### config.mk
export PLATFORM = sky130hd
export DESIGN_NAME = mem_access_ctrl
export DESIGN_NICKNAME = d
export VERILOG_FILES = /design/src/rtl/ak16_pkg.sv /design/src/rtl/mem_timeout_ctr.sv /design/src/rtl/mem_access_ctrl.sv
export SDC_FILE = /design/constraint.sdc
export NUM_CORES = 1
export LEC_CHECK = 0
export CAP_MARGIN = 20
export CORE_UTILIZATION = 39
export CTS_CLUSTER_SIZE = 12
export DETAILED_ROUTE_END_ITERATION = 8
export GPL_TIMING_DRIVEN = 0
export PLACE_DENSITY = 0.92
export SKIP_CTS_REPAIR_TIMING = 1
export SLEW_MARGIN = 20
export SYNTH_ARGS = -nofsm -noshare
export SYNTH_HDL_FRONTEND = slang
export SYNTH_SLANG_ARGS = --single-unit
export TNS_END_PERCENT = 10
### constraint.sdc
create_clock -name clk -period 3.5 [get_ports clk]
set_input_delay 0.7 -clock clk [delete_from_list [all_inputs] [get_ports clk]]
set_output_delay 0.7 -clock clk [all_outputs]
set_load 0.02 [all_outputs]
### src/rtl/ak16_pkg.sv
// Shared definitions for the Ak-16b MEM stage: sequencer states, default widths
// and the branch-resolution helper.
package ak16_pkg;

    localparam int AK16_ADDR_W = 16;
    localparam int AK16_DATA_W = 16;
    localparam int AK16_PC_W   = 16;
    localparam int TMO_CNT_W   = 8;

    typedef enum logic [1:0] {
        MEM_IDLE   = 2'd0,
        MEM_ACCESS = 2'd1,
        MEM_DONE   = 2'd2
    } mem_state_t;

    function automatic logic branch_taken(input logic br, input logic br_ne, input logic zero);
        return (br & zero) | (br_ne & ~zero);
    endfunction

endpackage

### src/rtl/mem_timeout_ctr.sv
// ACCESS-cycle watchdog for the MEM sequencer; only built with MEM_TIMEOUT_EN.
// Down-counter loaded at request issue; expire marks the last allowed ACCESS cycle.
`ifdef MEM_TIMEOUT_EN
module mem_timeout_ctr
    import ak16_pkg::*;
#(
    parameter int TIMEOUT_CYCLES = 15
) (
    input  logic clk,
    input  logic rst,
    input  logic load,
    input  logic clear,
    output logic expire
);

    logic [TMO_CNT_W-1:0] cnt;

    // Loaded in the issuing IDLE cycle, so the first ACCESS cycle sees TIMEOUT_CYCLES.
    always_ff @(posedge clk) begin
        if (!rst)
            cnt <= '0;
        else if (clear)
            cnt <= '0;
        else if (load)
            cnt <= TMO_CNT_W'(TIMEOUT_CYCLES);
        else if (cnt != '0)
            cnt <= cnt - 1'b1;
    end

    assign expire = (cnt == TMO_CNT_W'(1));

endmodule
`endif

### src/rtl/mem_access_ctrl.sv
// MEM-stage sequencer: stalls on outstanding data-memory accesses, returns load data,
// resolves BEQ/BNE. Optional access watchdog enabled by defining MEM_TIMEOUT_EN.
module mem_access_ctrl
    import ak16_pkg::*;
#(
    parameter int ADDR_W         = AK16_ADDR_W,
    parameter int DATA_W         = AK16_DATA_W,
    parameter int TIMEOUT_CYCLES = 15
) (
    input  logic                 clk,
    input  logic                 rst,
    input  logic                 mem_mem_read,
    input  logic                 mem_mem_write,
    input  logic [ADDR_W-1:0]    mem_alu_result,
    input  logic [DATA_W-1:0]    mem_rs2_data,
    input  logic                 mem_branch,
    input  logic                 mem_branch_ne,
    input  logic                 mem_zero,
    input  logic [AK16_PC_W-1:0] mem_branch_target,
    output logic                 dmem_req,
    output logic                 dmem_we,
    output logic [ADDR_W-1:0]    dmem_addr,
    output logic [DATA_W-1:0]    dmem_wdata,
    input  logic                 dmem_ack,
    input  logic [DATA_W-1:0]    dmem_rdata,
    output logic                 stall_mem,
    output logic                 flush_mem,
    output logic                 flush_front,
    output logic                 pc_redirect,
    output logic [AK16_PC_W-1:0] pc_redirect_target,
    output logic [DATA_W-1:0]    load_data,
    output logic                 load_valid,
    output logic                 busy,
    output logic                 timeout_err
);

    if (TIMEOUT_CYCLES < 1 || TIMEOUT_CYCLES > 255) begin : g_bad_timeout
        $error("TIMEOUT_CYCLES must be in 1..255");
    end

    mem_state_t state;
    logic       access;
    logic       in_idle;
    logic       in_access;
    logic       br_fire;
    logic       tmo_expire;

    assign access    = mem_mem_read | mem_mem_write;
    assign in_idle   = (state == MEM_IDLE);
    assign in_access = (state == MEM_ACCESS);

    // Access outranks a branch in the same instruction (illegal encoding).
    assign br_fire = in_idle & ~access & branch_taken(mem_branch, mem_branch_ne, mem_zero);

    assign stall_mem          = (in_idle & access) | in_access;
    assign flush_mem          = br_fire;
    assign flush_front        = br_fire;
    assign pc_redirect        = br_fire;
    assign pc_redirect_target = mem_branch_target;
    assign busy               = ~in_idle;

`ifdef MEM_TIMEOUT_EN
    logic ctr_expire;

    mem_timeout_ctr #(
        .TIMEOUT_CYCLES (TIMEOUT_CYCLES)
    ) u_tmo (
        .clk    (clk),
        .rst    (rst),
        .load   (in_idle & access),
        .clear  (in_access & dmem_ack),
        .expire (ctr_expire)
    );

    assign tmo_expire = ctr_expire & in_access;

    always_ff @(posedge clk) begin
        if (!rst)
            timeout_err <= 1'b0;
        else if (tmo_expire & ~dmem_ack)
            timeout_err <= 1'b1;
    end
`else
    assign tmo_expire  = 1'b0;
    assign timeout_err = 1'b0;
`endif

    always_ff @(posedge clk) begin
        if (!rst) begin
            state      <= MEM_IDLE;
            dmem_req   <= 1'b0;
            dmem_we    <= 1'b0;
            dmem_addr  <= '0;
            dmem_wdata <= '0;
            load_data  <= '0;
            load_valid <= 1'b0;
        end else begin
            load_valid <= 1'b0;
            case (state)
                MEM_IDLE: begin
                    if (access) begin
                        dmem_req   <= 1'b1;
                        dmem_we    <= mem_mem_write;
                        dmem_addr  <= mem_alu_result;
                        dmem_wdata <= mem_rs2_data;
                        state      <= MEM_ACCESS;
                    end
                end
                MEM_ACCESS: begin
                    // An ack arriving on the expiry cycle still completes normally.
                    if (dmem_ack) begin
                        dmem_req <= 1'b0;
                        if (!dmem_we) begin
                            load_data  <= dmem_rdata;
                            load_valid <= 1'b1;
                        end
                        state <= MEM_DONE;
                    end else if (tmo_expire) begin
                        dmem_req   <= 1'b0;
                        load_data  <= '0;
                        load_valid <= 1'b1;
                        state      <= MEM_DONE;
                    end
                end
                MEM_DONE: state <= MEM_IDLE;
                default:  state <= MEM_IDLE;
            endcase
        end
    end

endmodule

==> load_flow_metrics.sql <==
INSERT INTO impl_metrics (metric_group, metric, value, unit) VALUES
('critical_path', 'crit_path_frequent_cell', 'sky130_fd_sc_hd__clkdlybuf4s50_1', ''),
('sta', 'worst_hold_slack', '0.4592', 'ns'),
('clock_network', 'cts-root-to-sink-buffers', '2', ''),
('yosys', 'synth_fa_ha_area_share', '0', '%'),
('yosys', 'synth_compound_area_share', '5.383', '%'),
('outcome', 'status', 'completed', ''),
('drt', 'router_iterations_before_antenna_repair', '4', ''),
('run', 'max_cap_violations', '0', ''),
('final_layout', 'final-instance-count-excl-fill', '459', ''),
('yosys', 'number_of_distinct_standard_cells_referenced_by_the_synthesized_netlist', '26', ''),
('floorplan', 'die_width', '78.04', 'um'),
('drt', 'post-route-drc-count', '0', ''),
('critical_path', 'timing.critical_path.slowest_stage_cell', 'sky130_fd_sc_hd__clkdlybuf4s50_1', ''),
('grt', 'grt_use_met3', '3.837', '%'),
('yosys', 'yosys.area_share.simple', '20.75', '%'),
('sta', 'fin_crit_sh', '90.12', '%'),
('clock_network', 'worst_setup_hold_path_clk_slew', '0.08', 'ns'),
('power_and_ir_drop', 'p_seq_share', '46.0', '%'),
('sta', 'rsz_0062_raised_after_global_routing', 'no', ''),
('yosys', 'synthFlopType', 'sky130_fd_sc_hd__dfxtp_1', ''),
('grt', 'grt_util_all_layers', '19.92', '%'),
('place', 'port_buffers', '126', ''),
('critical_path', 'max_stage_delay', '0.59', 'ns'),
('sta', 'max_slew_margin', '66.29', '%'),
('drt', 'detail-route-antenna-nets', '0', ''),
('sta', 'fmax', '0.3171', 'GHz'),
('power_and_ir_drop', 'power.clock.fraction', '25.1', '%'),
('grt', 'grt_start_max_net_pins', '16', ''),
('place', 'dp.cells', '451', ''),
('yosys', 'synth_cells', '253', ''),
('floorplan', 'initial_core_utilization', '40.70', '%'),
('clock_network', 'cts_made_buffers', '5', ''),
('final_layout', 'insertedDiodeCount', '0', ''),
('critical_path', 'path_cells', 'clkdlybuf4s50_1 > nor4_1 > buf_4 > clkdlybuf4s50_1', ''),
('grt', 'use_met2', '37.35', '%'),
('power_and_ir_drop', 'cellPowerDensity', '396.6', 'nW/um^2'),
('grt', 'initial_antenna_violation_count', '0', ''),
('grt', 'global_route.peak_usage_layer', 'met2', ''),
('sta', 'maxSlewViolCount', '0', ''),
('power_and_ir_drop', 'max-vdd-ir-drop', '0.2160', 'mV'),
('power_and_ir_drop', 'intPower', '0.001059', 'W'),
('place', 'hpwlAfterDp', '4580', 'um'),
('critical_path', 'path_class', 'input pin to output pin', ''),
('power_and_ir_drop', 'power_switching', '0.0004113', 'W'),
('sta', 'report.final.setup_viol', '0', ''),
('sta', 'layout_min_cycle_time', '3.154', 'ns'),
('final_layout', 'layout.area.seq', '1061', 'sq um'),
('critical_path', 'setup.worst_path.end_class', 'output pin', ''),
('final_layout', 'final_layout_size_suffix_gt1_share', '10.85', '%'),
('drt', 'num_vias', '2160', ''),
('final_layout', 'fin_nets', '458', ''),
('yosys', 'synth_edf_count', '0', ''),
('floorplan', 'floorplan.rows', '27', ''),
('clock_network', 'cts.sinks', '53', ''),
('drt', 'drt-wirelength-per-cell', '12.90', 'um'),
('yosys', 'synth_seq_cells', '53', ''),
('yosys', 'fraction_of_registers_with_async_set_or_reset_after_synthesis', '0', '%'),
('floorplan', 'dieArea', '6089', 'sq um'),
('power_and_ir_drop', 'p_leak', '1.534', 'nW'),
('yosys', 'synth_top_family_by_area', 'simple AND/OR/NAND/NOR gates', ''),
('place', 'finalWeightedCongestion', '0.7571', ''),
('critical_path', 'worstPathRequired', '2.80', 'ns'),
('critical_path', 'cp_max_fo', '3', ''),
('yosys', 'post_synth_xor_area_fraction', '0', '%'),
('final_layout', 'mostFrequentLayoutCell', 'sky130_fd_sc_hd__clkdlybuf4s50_1', ''),
('yosys', 'ys_seq_area_share', '47.06', '%'),
('grt', 'globalRouteOverflowTotal', '0', ''),
('final_layout', 'most_frequent_cells_in_the_layout', 'sky130_fd_sc_hd__clkdlybuf4s50_1 (126), sky130_fd_sc_hd__nand2_1 (81), sky130_fd_sc_hd__dfxtp_1 (53), sky130_fd_sc_hd__mux2i_1 (33), sky130_fd_sc_hd__buf_4 (19)', ''),
('yosys', 'mappedNetlistNets', '325', ''),
('clock_network', 'clk-insertion-delay-late', '0.29', 'ns'),
('sta', 'pin_slew_with_the_least_headroom_to_its_limit', '0.5011', 'ns');
-- registers in the layout, indices dropped and copies added, names as in the netlist --
signal      flops
dmem_addr      16
dmem_wdata     16
load_data      16
state           2
dmem_req        1
dmem_we         1
load_valid      1
-- synth_stat cells (all sizes together), types with 2 or more instances --
cell,n,share of area [%]
buf,31,11
clkbuf,5,0.83
dfxtp,53,47
mux2i,33,15
nand2,81,13
nand3,16,3.6
nor2,4,1.8
nor2b,2,0.55
o21a,2,0.67
o21ai,17,3.8
-- stage by stage --
step	power, W	util [%]	setup slack, ns	area [sq um]
2_1_floorplan	0.0009103	-	0.9505	2255
3_3_place_gp	0.001106	65.09	0.4120	3606
4_1_cts	0.001480	66.92	0.3266	3707
6_report	0.001470	66.92	0.3459	3707
5_1_grt	0.001537	66.92	0.2453	3707
3_5_place_dp	0.001116	65.09	0.3376	3606
-- critical path: cells and delay by family --
kind	cells	cell delay [ns]
buf+inv	3	1.25
simple gates	1	0.50
-- per-layer routing --
metal  vias to the layer above  wire [um]
li1                       1071          -
met2                        91       3050
met4                         0         74
met1                       989       2430
met3                         9        366
met5                         -          0
-- worst paths after layout --
path,startpoint,endpoint,slack (ns),cells past startpoint
setup / recovery,mem_mem_read,flush_mem,0.35,4
hold / removal,dmem_addr[5],dmem_addr[5],0.46,2
setup reg to reg,state[1],dmem_wdata[10],2.20,5
hold reg to reg,dmem_addr[5],dmem_addr[5],0.46,2
-- power groups by stage --
| stage | clock network (W) | logic (W) | registers, W |
|---|---|---|---|
| after floorplan | 0 | 0.000169 | 0.000742 |
| after global placement | 0 | 0.000419 | 0.000687 |
| after detailed placement | 0 | 0.000426 | 0.000690 |
| after CTS | 0.000375 | 0.000428 | 0.000677 |
| after global routing | 0.000404 | 0.000450 | 0.000683 |
| final | 0.000369 | 0.000425 | 0.000677 |
-- layout make-up --
class	instances	area share, %
repair buffers	126	34.02
flip-flops and latches	53	28.62
multi-input cells	163	24.91
plain buffers	36	7.121
clock buffers	7	2.599
well taps	72	2.430
inverters	1	0.1687
clock inverters	1	0.1350
-- cells by family after synthesis --
group	count (synthesis)
other cells	1
simple gates	107
buf+inv	37
mux	33
compound gates	22
flops	53
No activity file was read; power rests on OpenSTA's default activity.
